--- src/rtl/pool_stream_buffer_pkg.sv ---
// Shared types and defaults for the pooled-pixel stream buffer.
// Holds the FSM state encoding and a width helper used to size the ports.
package pool_stream_buffer_pkg;

    localparam int DEF_DATA_WIDTH = 32;
    localparam int CHANNEL        = 8;
    localparam int DEF_MAP_WIDTH  = 28;
    localparam int DEF_MAP_HEIGHT = 28;
    localparam int DEF_DEPTH      = 16;

    typedef enum logic [1:0] {
        ST_IDLE  = 2'd0,
        ST_RUN   = 2'd1,
        ST_DRAIN = 2'd2,
        ST_DONE  = 2'd3
    } state_t;

    // Index width for n items, never below one bit.
    function automatic int bits_for(input int n);
        return (n > 1) ? $clog2(n) : 1;
    endfunction

endpackage

--- src/rtl/pool_stream_buffer_sync_fifo_sa.sv ---
// Show-ahead synchronous FIFO: the head entry is visible on rd_data whenever
// the FIFO is not empty; push/pop arrive already qualified by the caller.
module sync_fifo_sa
    import pool_stream_buffer_pkg::*;
#(
    parameter int WIDTH = 8,
    parameter int DEPTH = 16
) (
    input  logic                   clk,
    input  logic                   reset,
    input  logic                   push,
    input  logic [WIDTH-1:0]       wr_data,
    input  logic                   pop,
    output logic [WIDTH-1:0]       rd_data,
    output logic                   empty,
    output logic                   full,
    output logic [bits_for(DEPTH):0] count
);

    localparam int AW = bits_for(DEPTH);

    logic [WIDTH-1:0] mem [DEPTH];
    logic [AW-1:0]    wr_ptr;
    logic [AW-1:0]    rd_ptr;

    // NOTE: the storage array has no reset; only pointers and count define validity.
    always_ff @(posedge clk) begin
        if (push) begin
            mem[wr_ptr] <= wr_data;
        end
    end

    // NOTE: all state updates use non-blocking assignments so every flop samples pre-edge values.
    always_ff @(posedge clk or posedge reset) begin
        if (reset) begin
            wr_ptr <= '0;
            rd_ptr <= '0;
            count  <= '0;
        end else begin
            if (push) wr_ptr <= wr_ptr + 1'b1;
            if (pop)  rd_ptr <= rd_ptr + 1'b1;
            case ({push, pop})
                2'b10:   count <= count + 1'b1;
                2'b01:   count <= count - 1'b1;
                default: count <= count;
            endcase
        end
    end

    assign empty   = (count == '0);
    assign full    = (count == (AW+1)'(DEPTH));
    // Output is forced to zero when empty so a reset clears the data ports too.
    assign rd_data = empty ? '0 : mem[rd_ptr];

endmodule

--- src/rtl/pool_stream_buffer.sv ---
// Elastic buffer between block-1 maxpool and block-2 conv: captures un-stallable
// 8-channel beats, tags them with pooled-map coordinates and replays them with valid/ready.
module pool_stream_buffer
    import pool_stream_buffer_pkg::*;
#(
    parameter int DATA_WIDTH = DEF_DATA_WIDTH,
    parameter int MAP_WIDTH  = DEF_MAP_WIDTH,
    parameter int MAP_HEIGHT = DEF_MAP_HEIGHT,
    parameter int DEPTH      = DEF_DEPTH
) (
    input  logic                            clk,
    input  logic                            reset,
    input  logic                            valid_in,
    input  logic [DATA_WIDTH-1:0]           data_in_0,
    input  logic [DATA_WIDTH-1:0]           data_in_1,
    input  logic [DATA_WIDTH-1:0]           data_in_2,
    input  logic [DATA_WIDTH-1:0]           data_in_3,
    input  logic [DATA_WIDTH-1:0]           data_in_4,
    input  logic [DATA_WIDTH-1:0]           data_in_5,
    input  logic [DATA_WIDTH-1:0]           data_in_6,
    input  logic [DATA_WIDTH-1:0]           data_in_7,
    input  logic                            ready_in,
    output logic                            valid_out,
    output logic [DATA_WIDTH-1:0]           data_out_0,
    output logic [DATA_WIDTH-1:0]           data_out_1,
    output logic [DATA_WIDTH-1:0]           data_out_2,
    output logic [DATA_WIDTH-1:0]           data_out_3,
    output logic [DATA_WIDTH-1:0]           data_out_4,
    output logic [DATA_WIDTH-1:0]           data_out_5,
    output logic [DATA_WIDTH-1:0]           data_out_6,
    output logic [DATA_WIDTH-1:0]           data_out_7,
    output logic [bits_for(MAP_WIDTH)-1:0]  col_out,
    output logic [bits_for(MAP_HEIGHT)-1:0] row_out,
    output logic                            last_out,
    output logic [bits_for(DEPTH):0]        fill_level,
    output logic                            overflow,
    output logic                            done
);

    localparam int CW        = bits_for(MAP_WIDTH);
    localparam int RW        = bits_for(MAP_HEIGHT);
    localparam int DATA_BITS = CHANNEL * DATA_WIDTH;
    localparam int ENTRY_W   = RW + CW + DATA_BITS;

    logic [CW-1:0]        col_q;
    logic [RW-1:0]        row_q;
    logic                 push;
    logic                 pop;
    logic                 fifo_empty;
    logic                 fifo_full;
    logic                 at_last_in;
    logic                 in_last;
    logic                 out_last;
    logic                 pending_q;
    state_t               state_q;
    logic [ENTRY_W-1:0]   wr_entry;
    logic [ENTRY_W-1:0]   head;
    logic [DATA_BITS-1:0] head_data;

    assign valid_out = !fifo_empty;
    assign pop       = valid_out && ready_in;
    assign push      = valid_in && (!fifo_full || pop);

    assign wr_entry = {row_q, col_q, data_in_7, data_in_6, data_in_5, data_in_4,
                       data_in_3, data_in_2, data_in_1, data_in_0};

    sync_fifo_sa #(
        .WIDTH (ENTRY_W),
        .DEPTH (DEPTH)
    ) u_fifo (
        .clk     (clk),
        .reset   (reset),
        .push    (push),
        .wr_data (wr_entry),
        .pop     (pop),
        .rd_data (head),
        .empty   (fifo_empty),
        .full    (fifo_full),
        .count   (fill_level)
    );

    assign {row_out, col_out, head_data} = head;
    assign data_out_0 = head_data[0*DATA_WIDTH +: DATA_WIDTH];
    assign data_out_1 = head_data[1*DATA_WIDTH +: DATA_WIDTH];
    assign data_out_2 = head_data[2*DATA_WIDTH +: DATA_WIDTH];
    assign data_out_3 = head_data[3*DATA_WIDTH +: DATA_WIDTH];
    assign data_out_4 = head_data[4*DATA_WIDTH +: DATA_WIDTH];
    assign data_out_5 = head_data[5*DATA_WIDTH +: DATA_WIDTH];
    assign data_out_6 = head_data[6*DATA_WIDTH +: DATA_WIDTH];
    assign data_out_7 = head_data[7*DATA_WIDTH +: DATA_WIDTH];

    assign last_out   = valid_out && (row_out == RW'(MAP_HEIGHT-1)) && (col_out == CW'(MAP_WIDTH-1));
    assign at_last_in = (row_q == RW'(MAP_HEIGHT-1)) && (col_q == CW'(MAP_WIDTH-1));
    assign in_last    = valid_in && at_last_in;
    assign out_last   = pop && last_out;

    // Advances on every input beat, dropped or not, so the frame stays aligned.
    always_ff @(posedge clk or posedge reset) begin
        if (reset) begin
            col_q <= '0;
            row_q <= '0;
        end else if (valid_in) begin
            if (col_q == CW'(MAP_WIDTH-1)) begin
                col_q <= '0;
                row_q <= (row_q == RW'(MAP_HEIGHT-1)) ? '0 : row_q + 1'b1;
            end else begin
                col_q <= col_q + 1'b1;
            end
        end
    end

    always_ff @(posedge clk or posedge reset) begin
        if (reset) begin
            overflow <= 1'b0;
        end else if (valid_in && !push) begin
            overflow <= 1'b1;
        end
    end

    // A second frame end seen before the first is drained parks in pending_q.
    always_ff @(posedge clk or posedge reset) begin
        if (reset) begin
            state_q   <= ST_IDLE;
            pending_q <= 1'b0;
            done      <= 1'b0;
        end else begin
            done <= 1'b0;
            case (state_q)
                ST_IDLE: begin
                    if (in_last)   state_q <= ST_DRAIN;
                    else if (push) state_q <= ST_RUN;
                end
                ST_RUN: begin
                    if (in_last) state_q <= ST_DRAIN;
                end
                ST_DRAIN: begin
                    if (out_last) begin
                        state_q <= ST_DONE;
                        done    <= 1'b1;
                    end
                    if (in_last) pending_q <= 1'b1;
                end
                ST_DONE: begin
                    if (pending_q || in_last) begin
                        state_q   <= ST_DRAIN;
                        pending_q <= 1'b0;
                    end else begin
                        state_q <= ST_IDLE;
                    end
                end
                default: state_q <= ST_IDLE;
            endcase
        end
    end

endmodule

--- config.mk ---
export PLATFORM = sky130hd
export DESIGN_NAME = pool_stream_buffer
export DESIGN_NICKNAME = d
export VERILOG_FILES = /design/src/rtl/pool_stream_buffer_pkg.sv /design/src/rtl/pool_stream_buffer_sync_fifo_sa.sv /design/src/rtl/pool_stream_buffer.sv
export SDC_FILE = /design/constraint.sdc
export NUM_CORES = 2
export LEC_CHECK = 0
export CORE_MARGIN = 5
export CORE_UTILIZATION = 55
export DETAILED_ROUTE_END_ITERATION = 8
export HOLD_SLACK_MARGIN = 0.08
export PLACE_DENSITY = 0.77
export SYNTH_ARGS = -nofsm -noshare
export SYNTH_HDL_FRONTEND = slang
export SYNTH_MEMORY_MAX_BITS = 65536
export SYNTH_SLANG_ARGS = --single-unit
--- constraint.sdc ---
create_clock -name clk -period 19 [get_ports clk]
set_clock_uncertainty 0.05 [all_clocks]
set_input_delay 3.8 -clock clk [delete_from_list [all_inputs] [get_ports clk]]
set_output_delay 3.8 -clock clk [all_outputs]
set_load 0.05 [all_outputs]
==> out/qor.yml <==
vias_per_cell: 6.55
layout_common_cells: "4,256 x edfxtp_1, 1,314 x mux4_2, 534 x clkdlybuf4s50_1"
routabilityCongestion: 0.752
antenna_left: 0
cpPeakStageDelay_ns: 1.09
synth_area_leaders: "edfxtp_1 79%, mux4_2 18%, and2_1 1.0%"
worst_slew_pin_slew_ns: 1.19
cp_max_fo: 110
ys_warn_count: 0
dp.cells: 10600
yosysTopAreaCellShare: 0.787
antenna_found_initial: 103
layout_commonest_cell: "edfxtp_1"
rows: 199
rsz0062_at_grt: "false"
p_switching_mw: 10.5
post_cts_buffers: 0
yosysTopAreaCell: "edfxtp_1"
overflow: 0
clk_root_buffer_cell: "clkbuf_16"
whs_ns: 0.456
slew_headroom: 0.203
first_global_vias: 77500
yosys_register_bits: 4284
core_um2: 294000
clockBufferDepth: 4
hpwl_mm: 183
sw_frac_of_total: 0.337
cts_htree_levels: 5
hold_buffers: 0
die_area_um2: 306000
ctsResizeCount: 0
crit_path_cell_trace: "buf_4 > buf_4 > buf_4 > buf_12 > mux4_2 > mux4_2 > and2_1 > clkdlybuf4s50_1"
syn_nets: 6658
ir_drop_mv: 0.251
tns_ns: 0
synth_flop_cell: "edfxtp_1"
clk_pin_slew_worst_paths_ns: 0.06
post-route-util: 0.634
clock_sinks: 4284
clkLatencyLatePin_ns: 0.94
dr_total_vias: 75000
maxCapViolCount: 0
grt_max_degree: 171
finalInstanceArea_um2: 186000
grt_pass1_wl_mm: 556
place_area_um2: 173000
cts_tree: "built"
setup.worst_path.end_class: "primary output"
min_path_type: "flop to flop"
drive_gt1_frac: 0.277
drv_slew: 0
crit_type: "flop to primary output"
dieHeight_um: 553
wire_per_inst_um: 33.8
status: "completed"
ys_types: 48
hold_viol: 0
async_flop_share: 0.00654
clockPowerShare: 0.261
power_leakage_nw: 57.7
pwr-share-comb: 0.361
arrival_ns: 7.52
cpMaxStageDelayCell: "dfrtp_4"
synth_area_um2: 162000
drtIter0Drc: 10300
synth_edf_count: 4256
max_freq_ghz: 0.0879
die_x_um: 553
cp_common_cell: "buf_4"
powerDensity_nw_per_um2: 167
first_pass_iters: 6
finalWirelength_mm: 386
drcViolationCount: 0
crit_buf_inv: 5
cp-start-kind: "flop"
fin_nets: 7407
initial_utilization: 0.553
crit_required_ns: 15.15
synthCells: 6386
syn_area_per_cell_um2: 25.4
fin_cells: 11400
fin_crit_ns: 11.37
setup_viol: 0
numCtsBuffers: 415
gr-usage-all-layers: 0.251
io_buffer_count: 534
syn_to_final_growth_pct: 14.8
p_int_mw: 20.6
power_frac_seq: 0.378
yosysSeqAreaShare: 0.792
ios: 535
fin_crit_sh: 0.599
cp_top_family: "buffers and inverters"
-- per-stage QoR --
step,power (mW),worst slack [ns]
2_1_floorplan,19.8,2.36
3_3_place_gp,23.0,8.48
4_1_cts,31.3,7.36
3_5_place_dp,23.1,8.38
6_report,31.1,7.63
5_1_grt,32.2,6.95
-- cell usage after synthesis (2+ instances only) --
cell type	number
a211oi_1	4
a21o_1	2
a21oi_1	10
a221oi_1	4
and2_1	260
buf_1	138
buf_2	22
clkbuf_1	171
dfrtp_1	28
edfxtp_1	4256
ha_1	11
inv_1	13
mux2_2	7
mux2i_1	15
mux4_1	2
mux4_2	1314
nand2_1	27
nand2b_1	4
nand3_1	8
nand4_1	3
nor2_1	24
nor2b_1	4
nor3_1	6
o21ai_0	15
o221ai_1	2
o31ai_1	2
xnor2_1	9
xor2_1	5
-- per-layer routing --
layer / share of wire / wire length, um / GRT usage
met5: 0.0014 / 551 / 0
met4: 0.026 / 10200 / 0.0727
met3: 0.11 / 43800 / 0.0735
met2: 0.49 / 190000 / 0.402
met1: 0.37 / 142000 / 0.344
-- final timing paths --
kind | start | endpoint | slack [ns] | cells after the start
max in group asynchronous | reset | u_fifo.rd_ptr[0]$_DFFE_PP0P_ | 15.24 | 3
min in group asynchronous | reset | overflow$_DFFE_PP0P_ | 3.22 | 3
setup / recovery | u_fifo.rd_ptr[0]$_DFFE_PP0P_ | data_out_4[7] | 7.63 | 8
setup reg to reg | u_fifo.count[2]$_DFFE_PP0P_ | u_fifo.mem[12][112]$_DFFE_PP_ | 13.25 | 8
hold reg to reg | overflow$_DFFE_PP0P_ | overflow$_DFFE_PP0P_ | 0.46 | 1
hold / removal | overflow$_DFFE_PP0P_ | overflow$_DFFE_PP0P_ | 0.46 | 1
-- logic make-up (layout without fill, tap and decap cells) --
group / count (synthesis) / in the layout / synth area share
XOR/XNOR: 14 / 14 / 0.000755
other: 0 / 53 / 0
buffers and inverters: 348 / 1433 / 0.00839
flip-flops: 4284 / 4284 / 0.792
AND/OR/NAND/NOR: 344 / 344 / 0.0125
adder cells (fa/ha/maj): 12 / 12 / 0.000971
AO/OA/AOI/OAI: 46 / 46 / 0.00184
multiplexers: 1338 / 1338 / 0.184
-- state kept, by name, summed over array words and instances (netlist names) --
signal and count:
u_fifo.wr_ptr 4, row_q 5, pending_q 1, state_q 2, u_fifo.rd_ptr 4, done 1, overflow 1, col_q 5
u_fifo.mem 4256, u_fifo.count 5
-- power groups by stage --
stage / Sequential (mW) / Clock (mW) / Combinational (mW)
after floorplan: 12.1 / 0 / 7.66
after global placement: 11.9 / 0 / 11.1
after detailed placement: 11.9 / 0 / 11.2
after CTS: 11.8 / 8.22 / 11.3
after global routing: 11.8 / 8.67 / 11.7
final: 11.8 / 8.11 / 11.2
-- worst register-to-register path: stages, from the launching register on --
cell,delay (ns)
dfrtp_1,0.46
nor4_1,0.11
nand3b_1,0.13
and2_1,0.58
nand2_1,0.42
nor2_4,0.83
buf_4,0.68
buf_4,0.89
buf_4,1.09
-- area by class of cell --
cell class	instances	area (um2)
flip-flops and latches	4284	129000
fillers	18400	107000
multi-input cells	1754	32600
clock buffers	501	10800
repair buffers	666	6640
well taps	3919	4900
clock inverters	252	2630
diodes	53	133
inverters	14	67.6
(Power assumes the default switching activity.)
